$ cat src/rtl/dlk_check_sched.sv
// Sequenced base-address table for data-leak (buffer-overflow) detection: one entry scanned per cycle.
// Optional statistics counters are compiled in with `define DLK_STATS_EN.
module dlk_check_sched #(
    parameter int DEPTH = 32,
    parameter int AW    = 32,
    localparam int IW   = $clog2(DEPTH),
    localparam int CW   = $clog2(DEPTH) + 1
) (
    input  logic          clk_i,
    input  logic          rst_i,
    input  logic          reg_valid_i,
    output logic          reg_ready_o,
    input  logic [AW-1:0] reg_base_i,
    input  logic          chk_valid_i,
    output logic          chk_ready_o,
    input  logic [AW-1:0] chk_base_i,
    input  logic [AW-1:0] chk_addr_i,
    output logic          rsp_valid_o,
    input  logic          rsp_ready_i,
    output logic          rsp_overflow_o,
    output logic [AW-1:0] rsp_bound_o,
    output logic          busy_o,
`ifdef DLK_STATS_EN
    input  logic          stat_clr_i,
    output logic [31:0]   stat_chk_o,
    output logic [31:0]   stat_ovf_o,
`endif
    output logic [CW-1:0] count_o
);

    typedef enum logic [2:0] {
        IDLE,
        REG_SCAN,
        REG_WRITE,
        CHK_SCAN,
        CHK_RSP
    } state_t;

    state_t          state_reg;
    state_t          state_next;
    logic [IW-1:0]   idx_reg;
    logic [IW-1:0]   cursor_reg;
    logic [CW-1:0]   count_reg;
    logic [DEPTH-1:0] valid_reg;
    logic [AW-1:0]   mem [DEPTH];
    logic [AW-1:0]   rd_data_reg;
    logic [IW-1:0]   rd_addr;
    logic [AW-1:0]   op_base_reg;
    logic [AW-1:0]   op_addr_reg;
    logic [AW-1:0]   bound_reg;
    logic            dup_reg;
    logic            last_chk_reg;
    logic            grant_reg;
    logic            grant_chk;
    logic            last_idx;
    logic            write_en;
    logic            entry_valid;

    assign last_idx    = (idx_reg == IW'(DEPTH - 1));
    assign write_en    = !dup_reg && (op_base_reg != '0);
    assign entry_valid = valid_reg[idx_reg];

    always_comb begin
        state_next = state_reg;
        grant_reg  = 1'b0;
        grant_chk  = 1'b0;
        case (state_reg)
            IDLE: begin
                // Round-robin: on a tie the requester not served last time wins.
                if (!rst_i) begin
                    if (reg_valid_i && (!chk_valid_i || last_chk_reg)) begin
                        grant_reg  = 1'b1;
                        state_next = REG_SCAN;
                    end else if (chk_valid_i) begin
                        grant_chk  = 1'b1;
                        state_next = CHK_SCAN;
                    end
                end
            end
            REG_SCAN:  if (last_idx) state_next = REG_WRITE;
            REG_WRITE: state_next = IDLE;
            CHK_SCAN:  if (last_idx) state_next = CHK_RSP;
            CHK_RSP:   if (rsp_ready_i) state_next = IDLE;
            default:   state_next = IDLE;
        endcase
    end

    always_ff @(posedge clk_i or posedge rst_i) begin
        if (rst_i) begin
            state_reg    <= IDLE;
            idx_reg      <= '0;
            cursor_reg   <= '0;
            count_reg    <= '0;
            valid_reg    <= '0;
            op_base_reg  <= '0;
            op_addr_reg  <= '0;
            bound_reg    <= '0;
            dup_reg      <= 1'b0;
            last_chk_reg <= 1'b1;
        end else begin
            state_reg <= state_next;
            case (state_reg)
                IDLE: begin
                    idx_reg <= '0;
                    dup_reg <= 1'b0;
                    if (grant_reg || grant_chk) begin
                        op_base_reg  <= grant_reg ? reg_base_i : chk_base_i;
                        op_addr_reg  <= chk_addr_i;
                        last_chk_reg <= grant_chk;
                    end
                    if (grant_chk) bound_reg <= '1;
                end
                REG_SCAN: begin
                    if (entry_valid && rd_data_reg == op_base_reg) dup_reg <= 1'b1;
                    idx_reg <= idx_reg + 1'b1;
                end
                REG_WRITE: begin
                    // Circular write: once full, the oldest entry is the one overwritten.
                    if (write_en) begin
                        valid_reg[cursor_reg] <= 1'b1;
                        cursor_reg <= cursor_reg + 1'b1;
                        if (count_reg != CW'(DEPTH)) count_reg <= count_reg + 1'b1;
                    end
                end
                CHK_SCAN: begin
                    if (entry_valid && rd_data_reg > op_base_reg && rd_data_reg < bound_reg)
                        bound_reg <= rd_data_reg;
                    idx_reg <= idx_reg + 1'b1;
                end
                default: ;
            endcase
        end
    end

    // Read address runs one entry ahead of idx_reg so the registered read lines up with the scan.
    assign rd_addr = (state_reg == REG_SCAN || state_reg == CHK_SCAN) ? idx_reg + 1'b1 : '0;

    always_ff @(posedge clk_i) begin
        if (state_reg == REG_WRITE && write_en) mem[cursor_reg] <= op_base_reg;
        rd_data_reg <= mem[rd_addr];
    end

    assign reg_ready_o    = grant_reg;
    assign chk_ready_o    = grant_chk;
    assign rsp_valid_o    = (state_reg == CHK_RSP);
    assign rsp_bound_o    = bound_reg;
    assign rsp_overflow_o = (state_reg == CHK_RSP) && (op_addr_reg > bound_reg);
    assign busy_o         = (state_reg != IDLE);
    assign count_o        = count_reg;

`ifdef DLK_STATS_EN
    logic [31:0] stat_chk_reg;
    logic [31:0] stat_ovf_reg;
    logic        rsp_fire;

    assign rsp_fire = rsp_valid_o && rsp_ready_i;

    always_ff @(posedge clk_i or posedge rst_i) begin
        if (rst_i) begin
            stat_chk_reg <= '0;
            stat_ovf_reg <= '0;
        end else if (stat_clr_i) begin
            stat_chk_reg <= '0;
            stat_ovf_reg <= '0;
        end else if (rsp_fire) begin
            if (stat_chk_reg != '1) stat_chk_reg <= stat_chk_reg + 1'b1;
            if (rsp_overflow_o && stat_ovf_reg != '1) stat_ovf_reg <= stat_ovf_reg + 1'b1;
        end
    end

    assign stat_chk_o = stat_chk_reg;
    assign stat_ovf_o = stat_ovf_reg;
`endif

endmodule
$ cat config.mk
export PLATFORM = sky130hd
export DESIGN_NAME = dlk_check_sched
export DESIGN_NICKNAME = d
export VERILOG_FILES = /design/src/rtl/dlk_check_sched.sv
export SDC_FILE = /design/constraint.sdc
export NUM_CORES = 2
export LEC_CHECK = 0
export CAP_MARGIN = 10
export CORE_ASPECT_RATIO = 0.6
export CORE_MARGIN = 2
export CORE_UTILIZATION = 26
export DETAILED_ROUTE_END_ITERATION = 7
export PLACE_DENSITY = 0.51
export SYNTH_ARGS = -nofsm -noshare
export SYNTH_HDL_FRONTEND = slang
export SYNTH_SLANG_ARGS = --single-unit
$ cat constraint.sdc
create_clock -name clk_i -period 12.75 [get_ports clk_i]
set_input_delay 2.55 -clock clk_i [delete_from_list [all_inputs] [get_ports clk_i]]
set_output_delay 2.55 -clock clk_i [all_outputs]
set_load 0.03 [all_outputs]
---- Word-level counts from Yosys, hierarchy flattened ----
Memory sizes are Yosys's and may differ from the RTL's. A register that Yosys moved wholly into a read port is not among the register bits.
Index checks and enable logic that the tools add are counted.
operators by class
  add/sub/neg operators ................... 3
  $lt $le $gt $ge ......................... 6
  eq/ne operators ......................... 15
  multiplexer cells ....................... 28
  bitwise gates (word level) .............. 1
  reduce and logical (&&, ||, !) cells .... 26
operators by type and width
  kind                                                                          count
  32-bit 2-to-1 mux                                                             3
  32-bit greater-than comparator                                                2
  32-bit one-hot mux with 2 select lines                                        1
  32-bit == test                                                                1
  32-bit less-than comparator                                                   1
  32-bit OR                                                                     1
  32-bit nonzero test                                                           1
  3-bit 2-to-1 mux                                                              6
  5-bit by 6-bit less-than comparator with 1-bit output, second input constant  2
  1-bit 2-to-1 mux                                                              12
  2-bit inequality test, second input constant                                  6
  3-bit one-hot mux with 4 select lines                                         1
  5-bit by 1-bit adder with 5-bit output, second input constant                 2
  5-bit one-hot mux with 2 select lines                                         1
  1-bit logical AND                                                             8
  6-bit by 1-bit adder with 6-bit output, second input constant                 1
  3-bit by 2-bit == test with 1-bit output, second input constant               2
  6-bit inequality test, second input constant                                  1
  2-bit AND reduction                                                           3
  3-bit AND reduction                                                           2
  2-bit nonzero test                                                            3
  1-bit binary-select mux with 5-bit select                                     1
  1-bit demux with 5-bit select                                                 1
  5-bit == test, second input constant                                          1
  other kinds (13)                                                              16
storage, ports and cells
  bits in registers ....................... 149
  RAM bits ................................ 1,024
  bits of input ports ..................... 101
  output and inout bits ................... 43
  word-level logic and storage cells ...... 90
  memories ................................ 1
memory list
  name  depth  width  read ports  clocked after memory_dff  write ports  RTL line  text
  mem   32     32     1           1                         1            45        logic [AW-1:0] mem [DEPTH];

---- Depth between registers and ports, before layout ----
  depth after elaboration ................. 8
  mapped depth ............................ 11

---- Worst setup path before layout ----
Ideal clock, no wire load.
  kind .................................... in2out
  start ................................... input port reg_valid_i
  end ..................................... output port chk_ready_o
  arrival ................................. 3.578 ns
  required time ........................... 10.200 ns
  setup slack ............................. 6.622 ns
  stages .................................. 4
  cells stage by stage .................... nand2_1 -> nand2_1 -> nor3_1 -> clkbuf_1
between the ends
  word-level cells in the longest chain between the ends .. 4
RTL lines
  element            RTL line  text
  from (decl)        11        input logic reg_valid_i,
  1-bit logical AND  71        if (reg_valid_i && (!chk_valid_i || last_chk_reg)) begin
  1-bit 2-to-1 mux   71
  1-bit 2-to-1 mux   70        if (!rst_i) begin
  1-bit 2-to-1 mux   67        case (state_reg)
  to (decl)          15        output logic chk_ready_o,
Every way passes these cells.

---- Worst setup path in the final report ----
Same ends and word-level chain as after synthesis.

==> results.json <==
{
  "crit_path_end_kind": "output port",
  "r2r_end": "rd_data_reg[7]",
  "rrSetupSlack_ps": 7700,
  "r2r-start": "idx_reg[0]",
  "syn_avg_cell_area_sq_um": 16.7,
  "power_density_mw_per_mm2": 235,
  "synthCells": 2896,
  "floorplan.initialDensity_pct": 26.2,
  "yosysTopAreaCell": "edfxtp_1",
  "holdPathStages": 1,
  "root_buffer": "clkbuf_16",
  "path_clk_slew_ps": 70,
  "p_leak_uw": 0.0184,
  "cts.sink_count": 1205,
  "vias": 26800,
  "regMostFlops": "mem",
  "ys_ff_latch": 1205,
  "maxCapViolCount": 0,
  "cp_num_buf_inv": 3,
  "die_w_microns": 560,
  "row_count": 122,
  "io_pins": 144,
  "die_area_sq_mm": 0.189,
  "synth-edff-count": 1024,
  "postLayoutCellArea_sq_mm": 0.0564,
  "post-place-cells": 5425,
  "post-route-util_pct": 30.6,
  "antenna_found_initial": 3,
  "grt_first_pass_wirelength_mm": 186,
  "max_freq_mhz": 140,
  "port_buffers": 143,
  "rsz0062_at_grt": "no",
  "cp-start-kind": "primary input",
  "final_common_cell": "edfxtp_1",
  "htree_levels": 3,
  "cts_buffers": 102,
  "final-setup-viol-count": 0,
  "drtAntennaViolNets": 0,
  "seq_area_frac_synth_pct": 72.8,
  "drv_slew": 0,
  "syn2layout_area_growth_pct": 16.9,
  "clk_latency_ps": 690,
  "drt_wl_total_mm": 128,
  "drive_gt1_share_pct": 16.2,
  "drc": 0,
  "fin_cells": 5619,
  "wire_per_inst_microns": 22.8,
  "synth_top_area_share_pct": 63.7,
  "worst-endpoint-required_ps": 10200,
  "hold_end": "valid_reg[27]",
  "synth_area_leaders": "edfxtp_1 (64%), dfrtp_1 (7.7%), mux4_2 (7.6%)",
  "arrival_ps": 4580,
  "tns_ps": 0,
  "reg2reg_depth": 9,
  "layout_min_cycle_time_ps": 7130,
  "grt_pass1_vias": 26600,
  "syn_nets": 3100,
  "gp_congestion": 0.753,
  "grt-ovfl-total": 0,
  "crit_chain": "clkdlybuf4s50_1 > nand2_1 > nand2_1 > nor3_2 > buf_4 > clkdlybuf4s50_1",
  "synthArstFlopShare_pct": 12.4,
  "grt_max_degree": 149,
  "cts_setup_buffers": 0,
  "die_h_microns": 338,
  "placed_area_sq_mm": 0.0529,
  "cts_tree": "done",
  "hpwl_mm": 73.3,
  "fin_skew_ps": 22.4,
  "slowest_stage": "clkdlybuf4s50_1",
  "yosysWarnings": 0,
  "syn_area_sq_mm": 0.0483,
  "min_path_type": "reg -> reg",
  "critPathTopFamily": "buffers and inverters",
  "max_slew_margin_pct": 28.5,
  "cts_hold_buf": 0,
  "dr.pass1.iters": 5,
  "cp_max_fo": 34,
  "final_cell_mix": "edfxtp_1 (1024), nand2_1 (198), mux4_2 (163)",
  "drtIter0Drc": 2802,
  "nets": 3253,
  "cts_resized": 0,
  "irDropWorstVdd_uv": 212,
  "core_area_sq_mm": 0.184,
  "synth_cell_type_count": 64,
  "crit_type": "in -> out",
  "holdCritStartpoint": "valid_reg[27]",
  "worst_pin_slew_ps": 1070,
  "outcome": "complete, no violations",
  "ctsLongestPathBuffers": 3,
  "finalCritPeriodShare_pct": 55.9,
  "via_per_inst": 4.77,
  "largest_reg_flops": 1024,
  "track_usage_pct": 13.2,
  "cpPeakStageDelay_ps": 770,
  "synth_flop_cell": "edfxtp_1",
  "hold_viol": 0
}
[per-layer routing]
| metal | track usage, % | vias up | part of all wire (%) |
|---|---|---|---|
| li1 | - | 11900 | - |
| met1 | 21.2 | 14100 | 51 |
| met2 | 18.4 | 715 | 42 |
| met3 | 2.31 | 127 | 5.8 |
| met4 | 2.28 | 0 | 1.4 |
| met5 | 0 | - | 0 |
[cell type report]
class	instances	area, sq um
Antenna cell	1	2.50
Clock buffer	134	2760
Clock inverter	59	693
Fill cell	18100	128000
Inverter	73	279
Multi-Input combinational cell	1433	12300
Sequential cell	1205	35100
Tap cell	2480	3100
Timing Repair Buffer	234	2160
[synthesized netlist by cell type, drive strengths merged (73+ instances only)]
master and n:
buf 102, clkbuf 83, dfrtp 148, edfxtp 1024
ha 103, inv 73, mux4 164, nand2 199
nor2 154, o21ai 117, o221ai 128, o22ai 129
[worst max-delay path by stage]
stage                     from              to  cells past startpoint
2_1_floorplan            rst_i      count_o[0]                      1
3_3_place_gp       reg_valid_i     chk_ready_o                      6
3_5_place_dp       reg_valid_i     chk_ready_o                      6
4_1_cts                  rst_i     chk_ready_o                      4
5_1_grt        rsp_bound_o[25]  rsp_overflow_o                      9
6_report           reg_valid_i     chk_ready_o                      6
[power by group]
group / switching (uW) / internal (uW)
sequential: 245 / 4980
combinational: 3040 / 1720
clock: 1460 / 1840
total: 4740 / 8540
[per-stage QoR]
| step | setup WS (ps) | power (uW) | hold slack [ps] |
|---|---|---|---|
| 2_1_floorplan | 6190 | 8470 | 428 |
| 3_3_place_gp | 5600 | 10100 | 442 |
| 3_5_place_dp | 5640 | 10100 | 443 |
| 4_1_cts | 5640 | 13400 | 460 |
| 5_1_grt | 5410 | 14000 | 477 |
| 6_report | 5620 | 13300 | 460 |
[logic make-up after synthesis]
family / count (synthesis) / share of synthesized area (%)
compound gates: 600 / 8.26
xor+xnor: 11 / 0.200
fa+ha+maj: 103 / 2.67
buf+inv: 258 / 2.39
flops: 1205 / 72.8
mux: 237 / 9.26
simple gates: 482 / 4.45
Note: power is estimated with default switching activity, not from simulation.
